`config.mk`:
```
export PLATFORM = sky130hd
export DESIGN_NAME = vdp_super_res_writer
export DESIGN_NICKNAME = d
export VERILOG_FILES = /design/src/rtl/vdp_super_res_writer.sv
export SDC_FILE = /design/constraint.sdc
export NUM_CORES = 1
export LEC_CHECK = 0
export BUFFER_PORTS_ARGS = -buffer_cell sky130_fd_sc_hd__buf_4
export CAP_MARGIN = 10
export CORE_MARGIN = 2
export CORE_UTILIZATION = 50
export DETAILED_ROUTE_END_ITERATION = 12
export PLACE_DENSITY = 0.73
export SETUP_SLACK_MARGIN = 0.3
export SLEW_MARGIN = 20
export SYNTH_ARGS = -nofsm -noshare
export SYNTH_HDL_FRONTEND = slang
export SYNTH_SLANG_ARGS = --single-unit
```
`constraint.sdc`:
```
create_clock -name clk -period 21.9 [get_ports clk]
set_input_delay 0 -clock clk [delete_from_list [all_inputs] [get_ports clk]]
set_output_delay 0 -clock clk [all_outputs]
set_load 0.1 [all_outputs]
```
`src/rtl/vdp_super_res_writer.sv`:
```
// CPU-side VRAM write path for the super-res display modes: packs CPU bytes into double words and queues them for the arbiter.
// Optional idle auto-flush of partial words is enabled by defining SUPER_RES_WRITER_IDLE_FLUSH_EN.
module vdp_super_res_writer #(
    parameter int unsigned FIFO_DEPTH  = 4,
    parameter int unsigned IDLE_CYCLES = 64
) (
    input  logic        clk,
    input  logic        reset_n,
    input  logic        vdp_super,
    input  logic        addr_load,
    input  logic [18:0] addr_in,
    input  logic        data_wr,
    input  logic [7:0]  data_in,
    input  logic        flush,
    output logic        fifo_full,
    output logic        busy,
    output logic        overflow,
    output logic        vram_req,
    output logic [16:0] vram_addr,
    output logic [31:0] vram_wdata,
    output logic [3:0]  vram_be,
    input  logic        vram_ack
);

    localparam int unsigned AW = (FIFO_DEPTH > 1) ? $clog2(FIFO_DEPTH) : 1;
    localparam int unsigned CW = AW + 1;

    typedef struct packed {
        logic [16:0] addr;
        logic [3:0]  be;
        logic [31:0] data;
    } entry_t;

    typedef enum logic {S_IDLE, S_REQ} state_t;

    state_t        state;
    logic [18:0]   ptr;
    logic [31:0]   pack_data;
    logic [3:0]    pack_be;
    logic [16:0]   pack_addr;
    entry_t        mem [FIFO_DEPTH];
    logic [AW-1:0] rd_ptr;
    logic [AW-1:0] wr_ptr;
    logic [CW-1:0] count;

    logic [18:0]   eff_ptr;
    logic [1:0]    lane;
    logic          any_be;
    logic          flush_req;
    logic          need_old;
    logic          need_new;
    logic [3:0]    new_be;
    logic [31:0]   new_data;
    logic [16:0]   new_addr;
    logic [1:0]    n_push;
    logic [1:0]    push_cnt;
    logic [CW:0]   room;
    logic          drop;
    logic          pop;
    entry_t        push0;
    entry_t        push1;
    entry_t        next_head;
    logic          idle_hit;

`ifdef SUPER_RES_WRITER_IDLE_FLUSH_EN
    localparam int unsigned IW = $clog2(IDLE_CYCLES + 1);
    logic [IW-1:0] idle_cnt;

    assign idle_hit = any_be && !data_wr && !addr_load && (idle_cnt == IW'(IDLE_CYCLES - 1));

    // Idle counter; holds at terminal count while the FIFO refuses the flush so it retries.
    always_ff @(posedge clk or negedge reset_n) begin
        if (!reset_n) begin
            idle_cnt <= '0;
        end else if (!vdp_super || data_wr || addr_load) begin
            idle_cnt <= '0;
        end else if (idle_hit && !drop) begin
            idle_cnt <= '0;
        end else if (any_be && !idle_hit) begin
            idle_cnt <= idle_cnt + IW'(1);
        end
    end
`else
    logic unused_idle_cfg;
    assign unused_idle_cfg = (IDLE_CYCLES != 0);
    assign idle_hit        = 1'b0;
`endif

    assign fifo_full = (count == CW'(FIFO_DEPTH));
    assign busy      = (count != '0) || (|pack_be);

    // Packing and push decision: an old word may flush before the byte lands, and the new word may flush after.
    always_comb begin
        eff_ptr   = addr_load ? addr_in : ptr;
        lane      = eff_ptr[1:0];
        any_be    = |pack_be;
        flush_req = flush || idle_hit;
        need_old  = any_be && (addr_load || (data_wr && (eff_ptr[18:2] != pack_addr)));
        new_be    = need_old ? 4'b0000 : pack_be;
        new_data  = need_old ? 32'h0 : pack_data;
        new_addr  = pack_addr;
        if (data_wr) begin
            if (new_be == 4'b0000) begin
                new_addr = eff_ptr[18:2];
            end
            new_be[lane]                   = 1'b1;
            new_data[{lane, 3'b000} +: 8]  = data_in;
        end
        need_new  = (|new_be) && ((data_wr && (lane == 2'd3)) || flush_req);
        n_push    = 2'(need_old) + 2'(need_new);
        pop       = (state == S_REQ) && vram_ack;
        room      = (CW+1)'(FIFO_DEPTH) - (CW+1)'(count) + (CW+1)'(pop);
        drop      = (n_push != 2'd0) && ((CW+1)'(n_push) > room);
        push_cnt  = drop ? 2'd0 : n_push;
        push0     = need_old ? entry_t'{addr: pack_addr, be: pack_be, data: pack_data}
                             : entry_t'{addr: new_addr, be: new_be, data: new_data};
        push1     = entry_t'{addr: new_addr, be: new_be, data: new_data};
        next_head = (count > CW'(1)) ? mem[rd_ptr + AW'(1)] : push0;
    end

    // FIFO storage; no reset needed since occupancy is tracked separately.
    always_ff @(posedge clk) begin
        if (vdp_super) begin
            if (push_cnt != 2'd0) begin
                mem[wr_ptr] <= push0;
            end
            if (push_cnt == 2'd2) begin
                mem[wr_ptr + AW'(1)] <= push1;
            end
        end
    end

    always_ff @(posedge clk or negedge reset_n) begin
        if (!reset_n) begin
            state      <= S_IDLE;
            ptr        <= '0;
            pack_data  <= '0;
            pack_be    <= '0;
            pack_addr  <= '0;
            rd_ptr     <= '0;
            wr_ptr     <= '0;
            count      <= '0;
            overflow   <= 1'b0;
            vram_req   <= 1'b0;
            vram_addr  <= '0;
            vram_wdata <= '0;
            vram_be    <= '0;
        end else if (!vdp_super) begin
            state      <= S_IDLE;
            ptr        <= '0;
            pack_data  <= '0;
            pack_be    <= '0;
            pack_addr  <= '0;
            rd_ptr     <= '0;
            wr_ptr     <= '0;
            count      <= '0;
            overflow   <= 1'b0;
            vram_req   <= 1'b0;
            vram_addr  <= '0;
            vram_wdata <= '0;
            vram_be    <= '0;
        end else begin
            // A refused flush freezes pointer and pack register; the offending command is lost.
            if (!drop) begin
                if (data_wr) begin
                    ptr <= eff_ptr + 19'd1;
                end else if (addr_load) begin
                    ptr <= addr_in;
                end
                pack_be   <= need_new ? 4'b0000 : new_be;
                pack_data <= need_new ? 32'h0 : new_data;
                pack_addr <= new_addr;
                wr_ptr    <= wr_ptr + AW'(push_cnt);
                if (addr_load) begin
                    overflow <= 1'b0;
                end
            end else if (data_wr || addr_load) begin
                overflow <= 1'b1;
            end

            count <= count + CW'(push_cnt) - CW'(pop);
            if (pop) begin
                rd_ptr <= rd_ptr + AW'(1);
            end

            case (state)
                S_IDLE: begin
                    if (count != '0) begin
                        vram_req   <= 1'b1;
                        vram_addr  <= mem[rd_ptr].addr;
                        vram_be    <= mem[rd_ptr].be;
                        vram_wdata <= mem[rd_ptr].data;
                        state      <= S_REQ;
                    end
                end
                S_REQ: begin
                    if (vram_ack) begin
                        if ((count > CW'(1)) || (push_cnt != 2'd0)) begin
                            vram_addr  <= next_head.addr;
                            vram_be    <= next_head.be;
                            vram_wdata <= next_head.data;
                        end else begin
                            vram_req <= 1'b0;
                            state    <= S_IDLE;
                        end
                    end
                end
                default: state <= S_IDLE;
            endcase
        end
    end

endmodule

```
==> results by group <==
Status
  – Status: finished clean

Yosys
  – Register bit total from synthesis: ~350
  – Sequential fraction of the synthesis area: 49.6%
  – Primary FF master, synth: edfxtp_1
  – Post-Syn Area: 19,600 um^2
  – Ys async rst share: between 30% and 40%
  – Syn nets: 1,813
  – Number of flops mapped to enable cells by yosys: around 210
  – Synth warnings: 0
  – Mean Syn Cell Area: between 10 and 15 um^2
  – Synth cell types: 66
  – Post-Syn Instances: between 1,500 and 2,000

STA
  – RSZ-0062 raised after global routing: no
  – Clock Skew: 0.0181 ns
  – Endpoints failing hold: 0
  – Measured slew at the worst slew-check pin: ~1.2 ns
  – Max transition margin: 22.3%
  – Max-slew violations: 0
  – Post-route worst setup slack: 15.63 ns
  – Max Clock Freq: 0.159 GHz
  – Final setup fails: 0
  – Final Critical Period: around 6.3 ns
  – Post-route clock period utilization: around 29%
  – Setup TNS Final: 0 ns

Worst hold path
  – Hold path depth: 4
  – Hold Crit Class: input pin to register

Placed design
  – DP Worst Slack: between 15 and 20 ns
  – Routability cong.: 0.912
  – I/O Buffers: 90
  – DP Wirelength: 34,100 um

Critical path
  – Family with the most delay on the worst path: compound AO/OA/AOI/OAI gates
  – Crit path from: ptr[13]
  – Levels on crit path: 18
  – FF-to-FF path depth: 18
  – RR Startpoint: ptr[13]
  – Largest stage delay on the critical path: a little under 0.7 ns
  – Worst Setup EP: mem[2][34]
  – Worst Path Required: 22.17 ns
  – Crit path kind: register to register
  – Critical-path top delay cell: or3_1
  – Worst setup EP type: register
  – Worst EP arrival: around 6.5 ns
  – Max FO, Critical Path: 25
  – Bufs and invs on worst path: 4
  – Crit-path cells: mux2i_1 > xor2_1 > nand3_1 > or3_1 > o21a_1 > nand2b_1 > a21o_1 > ha_1 > inv_1 > ha_1 > a21oi_1 > o221ai_2 > buf_4 > inv_1 > nor2_1 > a21oi_2 > buf_4 > o22ai_1
  – R2r setup slk: approximately 16 ns
  – FF-to-FF End: mem[2][34]
  – CP Launch Type: register

Drt
  – DR WL/cell: ~25 um
  – DRC: 0
  – Pre-antenna DRT Iters: 6
  – Vias: approximately 16,000
  – Final wirelength: 57,700 um
  – Post-route ant nets: 0
  – Initial DRC Count: 1,947
  – Via-to-Cell Ratio: around 6.7

Floorplanning
  – Height of the die: 202 um
  – Core Footprint: 38,700 um^2
  – # rows: between 70 and 80
  – Die area: between 40,000 and 50,000 um^2
  – Top-level I/O count: ~90
  – Starting Density: about half
  – DIE WIDTH: 202 um

Final layout
  – Fraction of layout cells with a size suffix above 1: 18.2%
  – Diodes inserted: 0
  – Layout Nets: about 1,800
  – Layout Area Growth over Synthesis: 12.9%

Clock tree
  – Htree depth: 2
  – Clock sinks: between 300 and 400
  – PostCTS Resize Cnt: 0
  – Clock transition at path regs: about 0.06 ns
  – Post-cts hold buffer count: 24
  – Post-CTS Setup Inserts: 0
  – Worst skew pair latency: about 0.53 ns
  – CTS tree: done
  – Root buffer cell: clkbuf_16
  – Clk buf depth: 3
  – CTS Buf Count: 38

Power and ir drop
  – Overall Power: around 2.8 mW
  – Power share of the combinational group: around 45%
  – Leakage power: between 8 and 9 nW
  – Clk network pwr share: between 20% and 30%
  – Sw frac: between 40% and 50%
  – Internal power: about 1.5 mW
  – Switch Pwr: around 1.3 mW
  – Sequential power share: about a third
  – PD cells: ~130 nW/um^2
  – Peak VDD IR: a little under 80 uV

Global route
  – Global-route usage over all layers: around 28%
  – Initial antenna violation count: 0
  – Vias in the first global route: approximately 15,000
  – First-pass GRT wire length: slightly below 90,000 um
  – Remaining global-route overflow: 0
  – Largest net degree at the start of global routing: 82

Job
  – Max_cap viols: 0
worst min-delay path, delay by kind of cell:
kind            cells  cell delay (ns)
buf+inv             2             0.25
mux                 1             0.06
compound gates      1             0.12
synth_stat cells, drive strengths merged, types with 5 or more instances:
| cell | instances | area share, % |
|---|---|---|
| o21ai | 85 | 2.2 |
| xor2 | 13 | 0.58 |
| nor2 | 103 | 2.0 |
| mux2i | 19 | 1.2 |
| a221oi | 17 | 0.76 |
| o311a | 5 | 0.25 |
| o2bb2ai | 160 | 7.1 |
| a22o | 17 | 0.76 |
| nand4 | 7 | 0.22 |
| nor3 | 20 | 0.54 |
| o31ai | 11 | 0.49 |
| nand3 | 52 | 1.3 |
| xnor2 | 24 | 1.1 |
| mux4 | 106 | 12 |
| clkbuf | 103 | 2.0 |
| a31oi | 27 | 0.86 |
| ha | 18 | 1.1 |
| nand2 | 277 | 5.3 |
| dfrtp | 135 | 17 |
| and2 | 7 | 0.22 |
| nor4 | 6 | 0.30 |
| a21oi | 168 | 4.3 |
| buf | 56 | 1.4 |
| o22ai | 15 | 0.48 |
| nor2b | 7 | 0.22 |
| inv | 32 | 0.61 |
| edfxtp | 212 | 32 |
state kept, by name, indices dropped and copies added (netlist names):
signal,cells
vram_be,4
pack_addr,17
state,1
pack_be,4
vram_addr,17
overflow,1
wr_ptr,2
mem,212
vram_wdata,32
ptr,19
count,3
rd_ptr,2
vram_req,1
pack_data,32
logic make-up (layout without fill, tap and decap cells):
family,count (synthesis),after routing,share of synthesized area (%)
compound gates,534,534,18.9
xor+xnor,37,37,1.65
buf+inv,192,250,4.05
fa+ha+maj,19,19,1.25
simple gates,503,503,11.0
flops,347,347,49.6
mux,128,128,13.6
metrics by stage:
stage / cells / cell area (um^2) / utilization, % / hold slack [ns]
finish: 2336 / 22200 / 57.2 / 0.0201
global route: 2336 / 22200 / 57.2 / 0.0461
CTS: 2336 / 22200 / 57.2 / 0.000122
detailed placement: 2243 / 20600 / 53.3 / 0.0829
global placement: 2243 / 20600 / 53.3 / 0.0766
floorplan: 1760 / 19600 / - / -0.296
layout by cell type, fill, tap and decap left out, types with 10 or more instances in the layout:
cell / n
o31ai_1: 10
xor2_1: 13
a22o_1: 17
o2bb2ai_1: 160
dfrtp_1: 133
inv_1: 32
nor3_1: 17
o22ai_1: 15
a31oi_1: 27
o21ai_0: 81
a21oi_1: 166
dlygate4sd3_1: 24
xnor2_1: 24
buf_4: 123
a221oi_1: 17
ha_1: 18
edfxtp_1: 212
clkbuf_16: 39
nand3_1: 51
nor2_1: 99
mux4_2: 106
nand2_1: 276
layout make-up:
| type | instances | area (um^2) |
|---|---|---|
| Multi-Input combinational cell | 1221 | 9180 |
| Fill cell | 3179 | 16600 |
| Inverter | 33 | 124 |
| Clock inverter | 15 | 203 |
| Tap cell | 518 | 648 |
| Clock buffer | 54 | 1090 |
| Timing Repair Buffer | 148 | 1170 |
| Sequential cell | 347 | 9750 |
power by group through the flow:
stage	Combinational [mW]	Clock [mW]	Sequential [mW]
detailed placement	1.23	0	0.902
finish	1.26	0.668	0.891
floorplan	0.606	0	1.18
global route	1.33	0.698	0.902
CTS	1.24	0.674	0.889
global placement	1.21	0	0.895
how the worst min path moves through the flow:
stage,startpoint,endpoint,slack [ns]
floorplan,reset_n,count[0],-0.30
global placement,reset_n,ptr[9],0.08
detailed placement,reset_n,ptr[11],0.08
CTS,addr_in[5],mem[1][39],0.0001
global route,addr_in[5],mem[1][39],0.05
finish,addr_in[5],mem[1][39],0.02
per-layer routing:
layer | vias up | part of all wire, % | global-route usage [%]
met5 | - | 0 | 0
met4 | 0 | 3.6 | 11.0
met3 | 167 | 11 | 5.40
met2 | 1057 | 46 | 43.6
met1 | 7674 | 39 | 39.8
li1 | 6799 | - | -
Power figures use the tool's default switching activity.
